File: src/rtl/pipe_hold_ctrl.sv
// Pipeline hold/flush sequencer: drives hold_flag to the pipe DFFs and owns the PC redirect.
// Optional stall-cycle counter enabled with `define PIPE_CTRL_PERF_EN.
module pipe_hold_ctrl #(
  parameter int unsigned FLUSH_CYCLES = 1,
  parameter int unsigned BUS_TIMEOUT  = 255
) (
  input  logic        clk,
  input  logic        rst,
  input  logic        jump_req_i,
  input  logic [31:0] jump_addr_i,
  input  logic        mc_start_i,
  input  logic        mc_done_i,
  input  logic [31:0] mc_jump_addr_i,
  input  logic        irq_hold_i,
  input  logic        bus_hold_i,
  output logic [2:0]  hold_flag_o,
  output logic        jump_flag_o,
  output logic [31:0] jump_addr_o,
`ifdef PIPE_CTRL_PERF_EN
  output logic        bus_err_o,
  output logic [31:0] stall_cnt_o
`else
  output logic        bus_err_o
`endif
);

  localparam logic [2:0] HOLD_NONE = 3'd0;
  localparam logic [2:0] HOLD_PC   = 3'd1;
  localparam logic [2:0] HOLD_ID   = 3'd3;

  typedef enum logic [1:0] {S_IDLE, S_FLUSH, S_WAIT_MC, S_WAIT_BUS} state_e;

  localparam logic [2:0] FLUSH_LD  = 3'(FLUSH_CYCLES);
  // tcnt holds the number of held cycles already seen; the pulse fires on the
  // BUS_TIMEOUT-th consecutive cycle, counting the current one.
  localparam logic [7:0] TMO_LAST  = 8'(BUS_TIMEOUT - 1);
  localparam state_e     REDIR_NXT = (FLUSH_CYCLES > 0) ? S_FLUSH : S_IDLE;

  state_e      state_q, state_d;
  logic [2:0]  fcnt_q, fcnt_d;
  logic [7:0]  tcnt_q, tcnt_d;
  logic [2:0]  hold;
  logic        jflag, berr, idle_eval;
  logic [31:0] jaddr;

  always_comb begin
    state_d   = state_q;
    fcnt_d    = fcnt_q;
    tcnt_d    = tcnt_q;
    hold      = HOLD_NONE;
    jflag     = 1'b0;
    jaddr     = 32'd0;
    berr      = 1'b0;
    idle_eval = 1'b0;

    case (state_q)
      S_IDLE: idle_eval = 1'b1;
      S_FLUSH: begin
        hold = HOLD_ID;
        if (jump_req_i) begin
          jflag   = 1'b1;
          jaddr   = jump_addr_i;
          fcnt_d  = FLUSH_LD;
          state_d = REDIR_NXT;
        end else begin
          fcnt_d = fcnt_q - 3'd1;
          if (fcnt_q <= 3'd1) state_d = S_IDLE;
        end
      end
      S_WAIT_MC: begin
        hold = HOLD_ID;
        if (mc_done_i) begin
          jflag   = 1'b1;
          jaddr   = mc_jump_addr_i;
          fcnt_d  = FLUSH_LD;
          state_d = REDIR_NXT;
        end
      end
      S_WAIT_BUS: begin
        if (!bus_hold_i || jump_req_i) begin
          idle_eval = 1'b1;
        end else begin
          hold = HOLD_PC;
          if (tcnt_q >= TMO_LAST) begin
            berr   = 1'b1;
            tcnt_d = 8'd0;
          end else begin
            tcnt_d = tcnt_q + 8'd1;
          end
        end
      end
      default: begin
        hold    = HOLD_ID;
        state_d = S_IDLE;
        fcnt_d  = 3'd0;
        tcnt_d  = 8'd0;
      end
    endcase

    // Shared IDLE arbitration, also used when leaving WAIT_BUS
    if (idle_eval) begin
      tcnt_d  = 8'd0;
      state_d = S_IDLE;
      if (jump_req_i) begin
        jflag   = 1'b1;
        jaddr   = jump_addr_i;
        hold    = HOLD_ID;
        fcnt_d  = FLUSH_LD;
        state_d = REDIR_NXT;
      end else if (mc_start_i) begin
        hold    = HOLD_ID;
        state_d = S_WAIT_MC;
      end else if (irq_hold_i) begin
        hold    = HOLD_ID;
      end else if (bus_hold_i) begin
        hold    = HOLD_PC;
        tcnt_d  = 8'd1;
        state_d = S_WAIT_BUS;
      end
    end
  end

  always_ff @(posedge clk or negedge rst) begin
    if (!rst) begin
      state_q <= S_IDLE;
      fcnt_q  <= 3'd0;
      tcnt_q  <= 8'd0;
    end else begin
      state_q <= state_d;
      fcnt_q  <= fcnt_d;
      tcnt_q  <= tcnt_d;
    end
  end

  // Reset forces a full bubble immediately, independent of the clock
  assign hold_flag_o = rst ? hold : HOLD_ID;
  assign jump_flag_o = rst & jflag;
  assign jump_addr_o = (rst & jflag) ? jaddr : 32'd0;
  assign bus_err_o   = rst & berr;

`ifdef PIPE_CTRL_PERF_EN
  logic [31:0] stall_q;
  always_ff @(posedge clk or negedge rst) begin
    if (!rst)
      stall_q <= 32'd0;
    else if (hold != HOLD_NONE && stall_q != 32'hFFFF_FFFF)
      stall_q <= stall_q + 32'd1;
  end
  assign stall_cnt_o = stall_q;
`endif

endmodule

File: config.mk
export PLATFORM = sky130hd
export DESIGN_NAME = pipe_hold_ctrl
export DESIGN_NICKNAME = d
export VERILOG_FILES = /design/src/rtl/pipe_hold_ctrl.sv
export SDC_FILE = /design/constraint.sdc
export NUM_CORES = 1
export LEC_CHECK = 0
export CAP_MARGIN = 10
export CORE_ASPECT_RATIO = 1.5
export CORE_MARGIN = 2
export CORE_UTILIZATION = 41
export DETAILED_ROUTE_END_ITERATION = 7
export GPL_TIMING_DRIVEN = 0
export PLACE_DENSITY = 0.91
export SLEW_MARGIN = 20
export SYNTH_ARGS = -nofsm -noshare
export SYNTH_HDL_FRONTEND = slang
export SYNTH_SLANG_ARGS = --single-unit
File: constraint.sdc
create_clock -name clk -period 4.1 [get_ports clk]
set_clock_uncertainty 0.15 [all_clocks]
set_input_delay 0.82 -clock clk [delete_from_list [all_inputs] [get_ports clk]]
set_output_delay 0.82 -clock clk [all_outputs]
set_load 0.02 [all_outputs]
==> reports/results.txt, run 1 <==
HPWL Detailed: 4720 µm
post-placement cell area: 0.002905 mm²
Die Span X: 57.90 µm
largest family of logic cells by synthesized area: compound AO/OA/AOI/OAI gates
minimum clock period: 3.973 ns
CP startpoint kind: input pin
Reg2Reg Launch Point: state_q[1]
Clock Tree Buf Depth: 2
largest net degree at the start of global routing: 23
worst hold stages: 1
Static Leakage: 1.635 nW
GP Congestion: 0.8304
Post-synth ARST share: 1.000
most used cell, CP: clkdlybuf4s50_1
Via density: 5.784
Yosys cell types: 43
CTS tree: done
Die Area: 0.004913 mm²
Final Max Slew Viols: 0
top_reg_cell synth: dfrtp_1
PortBufs: 106
Detail Route Antenna Nets: 0
area grow syn2layout: 70.59%
register area share after synthesis: 0.1821
Worst EP arrival: 3.00 ns
worst r2r dst: fcnt_q[0]
Pwr Total: 1.643 mW
critical path peak fanout: 10
complex-gate fraction of the synthesized area: 0.4251
Setup CP Type: input pin to primary output
HP Class: flop to flop
DRC viols: 0
Simple-Gate Fraction of Synth Area: 0.2388
Initial DRT Pass Iterations: 4
Worst-path clk slew: 0.06 ns
Hold Vio Cnt, Final: 0
DR vias: 2250
Slew Limit Headroom: 0.4110
first-pass GRT wire length: 10170 µm
share of cells above drive strength 1: 0.07872
WHS Endpoint: tcnt_q[7]
peak supply drop: 589.6 µV
DR WL/cell: 16.14 µm
DR iter-0 viols: 167
Synth warnings: 0
Non-Filler Cell Area, Final: 0.003048 mm²
Hold Startpoint: tcnt_q[7]
worst-path cell with the longest stage delay: clkdlybuf4s50_1
Worst-Skew Late Latency: 0.25 ns
initial antenna violation count: 0
worst slew pin tran: 0.8835 ns
RSZ-0062 raised after global routing: no
n_diodes: 0
critical path's largest stage delay: 0.61 ns
worst endpoint required time: 3.13 ns
floorplan row count: 29
root buf cell: clkbuf_8
R2R depth: 7
Crit. End Element: primary output
gr usage total: 0.2532
clk sinks: 13
Avg Inst Size Synth: 7.768 µm²
post-synth top area cell: dfrtp_1
Reg2Reg Setup Slack: 2.00 ns
period utilisation layout: 0.9691
power density cells: 539.0 mW/mm²
GRT overflow: 0
Finish-stage setup viols: 0
XOR/XNOR Fraction of Synth Area: 0
Yosys top cell area share: 0.1821
max cap viols: 0
Syn Nets: 308
Synth Area in Adders: 0.04902
Starting Density: 0.4245
worst path cell trace: clkdlybuf4s50_1, buf_2, inv_1, nor3_4, buf_4, a22oi_1, nor2b_1, clkdlybuf4s50_1
WL final: 6278 µm
Synth area leaders: dfrtp_1 18%, a22o_1 16%, a22oi_1 14%, nor2b_1 12%, ha_1 4.9%
IO Pins: 108
Netlist Area Pre-Place: 0.001787 mm²
Synth Instances: 230
Post-synth EDFFs: 0
post-synthesis mux area share: 0.01120
Floorplan Core Area: 0.004209 mm²
CTS Hold Buffers Added: 0
vias in the first global route: 2143
Max Fclk: 251.7 MHz
H-tree level count: 1
total CTS buffers: 3
Seq cells post-synth: 13
status: complete, no violations
CP Launch Point: jump_req_i
Final nets: 422
height of the die: 84.85 µm
[stage by stage]
step             util  hold WS (ns)  TNS (ns)  worst slack, ns  cells
2_1_floorplan       -        0.3101         0            1.081    230
3_3_place_gp   0.6903        0.3285   -0.4651         -0.04541    382
3_5_place_dp   0.6903        0.3341   -0.7891         -0.05473    382
4_1_cts        0.7010        0.3479   -0.6609         -0.04877    386
5_1_grt        0.7241        0.3873         0         0.004922    389
6_report       0.7241        0.3448         0           0.1267    389
[repair_timing]
item                                    4_1_cts  5_1_grt
endpoints found under the setup margin       28       28
setup buffers                                 0        3
pin swaps                                     1        1
endpoints found under the hold margin         0        0
resized for setup                             1       35
[state kept, by name (all words and copies together) (netlist names)]
name	cells
tcnt_q	8
state_q	2
fcnt_q	3
[cell usage after synthesis, drive strengths merged (3+ instances only)]
cell,instances
a21oi,6
a22o,33
a22oi,33
a32oi,3
buf,15
clkbuf,9
dfrtp,13
ha,7
inv,14
nand2,13
nand2b,3
nor2,7
nor2b,33
nor3,3
o21ai,4
o22ai,3
[kinds of logic after synthesis]
family                     count (synthesis)
and+or+nand+nor                           73
DFF                                       13
buffers and inverters                     38
adders and majority gates                  7
other                                      1
muxes                                      2
AOI/OAI and AO/OA                         96
[worst max-delay path by stage]
| stage | to | slack [ns] | depth (start not counted) |
|---|---|---|---|
| 2_1_floorplan | hold_flag_o[0] | 1.08 | 6 |
| 3_3_place_gp | jump_addr_o[9] | -0.05 | 8 |
| 3_5_place_dp | jump_addr_o[9] | -0.05 | 8 |
| 4_1_cts | jump_addr_o[9] | -0.05 | 8 |
| 5_1_grt | jump_addr_o[12] | 0.005 | 8 |
| 6_report | jump_addr_o[12] | 0.13 | 8 |
[per-layer routing]
metal | vias up | track usage | share of wire
li1 | 1100 | - | -
met1 | 1050 | 0.3055 | 0.41
met2 | 90 | 0.4649 | 0.51
met3 | 10 | 0.02591 | 0.065
met4 | 0 | 0.06765 | 0.014
met5 | - | 0 | 0
[where the power goes]
group          internal (mW)  total, mW  leakage (nW)  switching, mW
sequential             0.178      0.223         0.165         0.0448
clock                 0.0673      0.119        0.0255         0.0517
combinational          0.582       1.30          1.44          0.719
total                  0.827       1.64          1.64          0.816
[placed cells by master (no fill, tap or decap), types with 4 or more instances in the layout]
master	instances
clkdlybuf4s50_1	79
a22o_1	33
a22oi_1	33
nor2b_1	33
dlymetal6s2s_1	26
inv_1	14
nand2_1	13
dfrtp_1	13
buf_2	8
nor2_1	7
clkbuf_1	7
buf_4	7
ha_1	7
a21oi_1	6
o21ai_0	4
[worst max-delay path, delay by kind of cell]
| family | cells | cell delay (ns) |
|---|---|---|
| and+or+nand+nor | 2 | 0.42 |
| buffers and inverters | 5 | 1.68 |
| AOI/OAI and AO/OA | 1 | 0.10 |
[cell type report]
class                           instances  area, µm²
Clock buffer                            3      41.29
Fill cell                             329       1161
Tap cell                               46      57.56
Clock inverter                          1      5.005
Buffer                                 24      121.4
Timing Repair Buffer                  109       1147
Multi-Input combinational cell        179       1297
Inverter                               14      52.55
Sequential cell                        13      325.3
Power figures use the tool's default switching activity.
==> inputs of run 2 (changes only) <==
Settings changed: CORE_ASPECT_RATIO 1.5 to 2, SLEW_MARGIN 20 to not set.
==> reports/results.txt, run 2 (synthesized netlist as in run 1, its figures left out) <==
total CTS buffers: 3 (unchanged)
worst slew pin tran: 0.8790 ns (-0.004492 ns)
WL final: 6317 µm (+0.62%)
largest net degree at the start of global routing: 23 (unchanged)
minimum clock period: 4.060 ns (+0.08681 ns)
WHS: 0.3643 ns (+0.01951 ns)
Floorplan Core Area: 0.004254 mm² (+1.1%)
Clock Tree Buf Depth: 2 (unchanged)
status: complete, no violations
RSZ-0062 raised after global routing: yes
most frequent cells in the layout: 97 x clkdlybuf4s50_1, 33 x a22o_1, 33 x a22oi_1, 33 x nor2b_1, 14 x inv_1
n_diodes: 0 (unchanged)
GP Congestion: 0.8677 (+4.5%)
vias in the first global route: 2361 (+10%)
height of the die: 97.36 µm (+15%)
GRT overflow: 0 (unchanged)
initial antenna violation count: 0 (unchanged)
leading cell type in the layout, fill and taps excluded: clkdlybuf4s50_1
Die Span X: 50.68 µm (-12%)
first-pass GRT wire length: 10500 µm (+3.3%)
IO Pins: 108 (unchanged)
Biggest register: tcnt_q
fin cells: 396 (+1.8%)
HPWL Detailed: 4797 µm (+1.6%)
CP startpoint kind: input pin
Finish-stage setup viols: 0 (unchanged)
PortBufs: 106 (unchanged)
root buf cell: clkbuf_8
Setup CP Type: input pin to primary output
gr usage total: 0.2624 (+0.009203)
CTS tree: done
DR WL/cell: 15.95 µm (-1.2%)
floorplan row count: 34 (+17%)
Worst-path clk slew: 0.06 ns (about the same)
Place WS: -0.08249 ns (-0.02776 ns)
Final nets: 421 (-0.24%)
worst endpoint required time: 3.13 ns (about the same)
peak supply drop: 431.6 µV (-27%)
max reg flops: 8 (unchanged)
DR vias: 2320 (+3.1%)
Static Leakage: 1.310 nW (-20%)
Crit. End Element: primary output
Worst-Skew Late Latency: 0.25 ns (about the same)
DR iter-0 viols: 114 (-32%)
Via density: 5.859 (+1.3%)
max cap viols: 0 (unchanged)
Starting Density: 0.4200 (-0.004495)
Max Fclk: 246.3 MHz (-2.1%)
Detail Route Antenna Nets: 0 (unchanged)
Slew Limit Headroom: 0.4140 (+0.002995)
Worst EP arrival: 3.09 ns (+0.09 ns)
power density cells: 557.4 mW/mm² (+3.4%)
setup slack after layout: 0.03986 ns (-0.08681 ns)
share of cells above drive strength 1: 0.07310 (-0.005618)
Initial DRT Pass Iterations: 4 (unchanged)
Final Max Slew Viols: 0 (unchanged)
H-tree level count: 1 (unchanged)
DRC viols: 0 (unchanged)
dpl cells: 390 (+2.1%)
critical path peak fanout: 10 (unchanged)
area grow syn2layout: 67.86%
biggest regs: tcnt_q: 8 flops, fcnt_q: 3 flops, state_q: 2 flops
period utilisation layout: 0.9903 (+0.02117)
clk sinks: 13 (unchanged)
Die Area: 0.004934 mm² (+0.43%)
Hold Vio Cnt, Final: 0 (unchanged)
HP Class: flop to flop
## run 2: timing repair
action	CTS	global route
buffers inserted	2	0
pin swaps	1	0
setup endpoints to repair	29	27
resized for setup	2	9
hold buffers	0	0
## run 2: stage by stage
stage               instance area (µm²)    util  total power, mW  TNS, ns
CTS                                2977  0.6997            1.665        0
floorplan                          1787       -            1.082        0
global route                       2999  0.7050            1.819  -0.8262
global placement                   2915  0.6853            1.478  -0.1332
finish                             2999  0.7050            1.672        0
detailed placement                 2915  0.6853            1.524   -1.159
## run 2: area by class of cell
cell class / instances / area (µm²)
Clock inverter: 1 / 5.005
Timing Repair Buffer: 108 / 1095
Fill cell: 351 / 1255
Multi-Input combinational cell: 179 / 1297
Clock buffer: 3 / 41.29
Inverter: 14 / 52.55
Buffer: 24 / 115.1
Tap cell: 54 / 67.56
Sequential cell: 13 / 325.3
## run 2: report_power, final
part | switching [mW] | leakage (nW) | internal [mW]
Clock | 0.0486 | 0.0255 | 0.0672
Sequential | 0.0487 | 0.165 | 0.178
Combinational | 0.747 | 1.12 | 0.582
## run 2: critical path, stage by stage
cell	delay, ns
clkdlybuf4s50_1	0.51
buf_2	0.21
inv_1	0.11
nor3_4	0.27
buf_2	0.26
a22oi_1	0.11
nor2b_1	0.16
clkdlybuf4s50_1	0.62
## run 2: worst paths after layout
| check | startpoint | end | slack (ns) | depth (start not counted) |
|---|---|---|---|---|
| max in group asynchronous | rst | fcnt_q[0] | 2.60 | 1 |
| hold / removal | tcnt_q[7] | tcnt_q[7] | 0.36 | 1 |
| setup reg to reg | state_q[1] | fcnt_q[1] | 1.96 | 8 |
| setup / recovery | jump_req_i | jump_addr_o[25] | 0.04 | 8 |
| hold reg to reg | tcnt_q[7] | tcnt_q[7] | 0.36 | 1 |
| min in group asynchronous | rst | tcnt_q[5] | 0.66 | 1 |
## run 2: metal layers
layer / global-route usage / up-vias / share of wire
met5: 0 / - / 0
met4: 0.06237 / 0 / 0.017
met3: 0.05385 / 15 / 0.084
met2: 0.4636 / 138 / 0.51
met1: 0.3159 / 1072 / 0.39
li1: - / 1095 / -
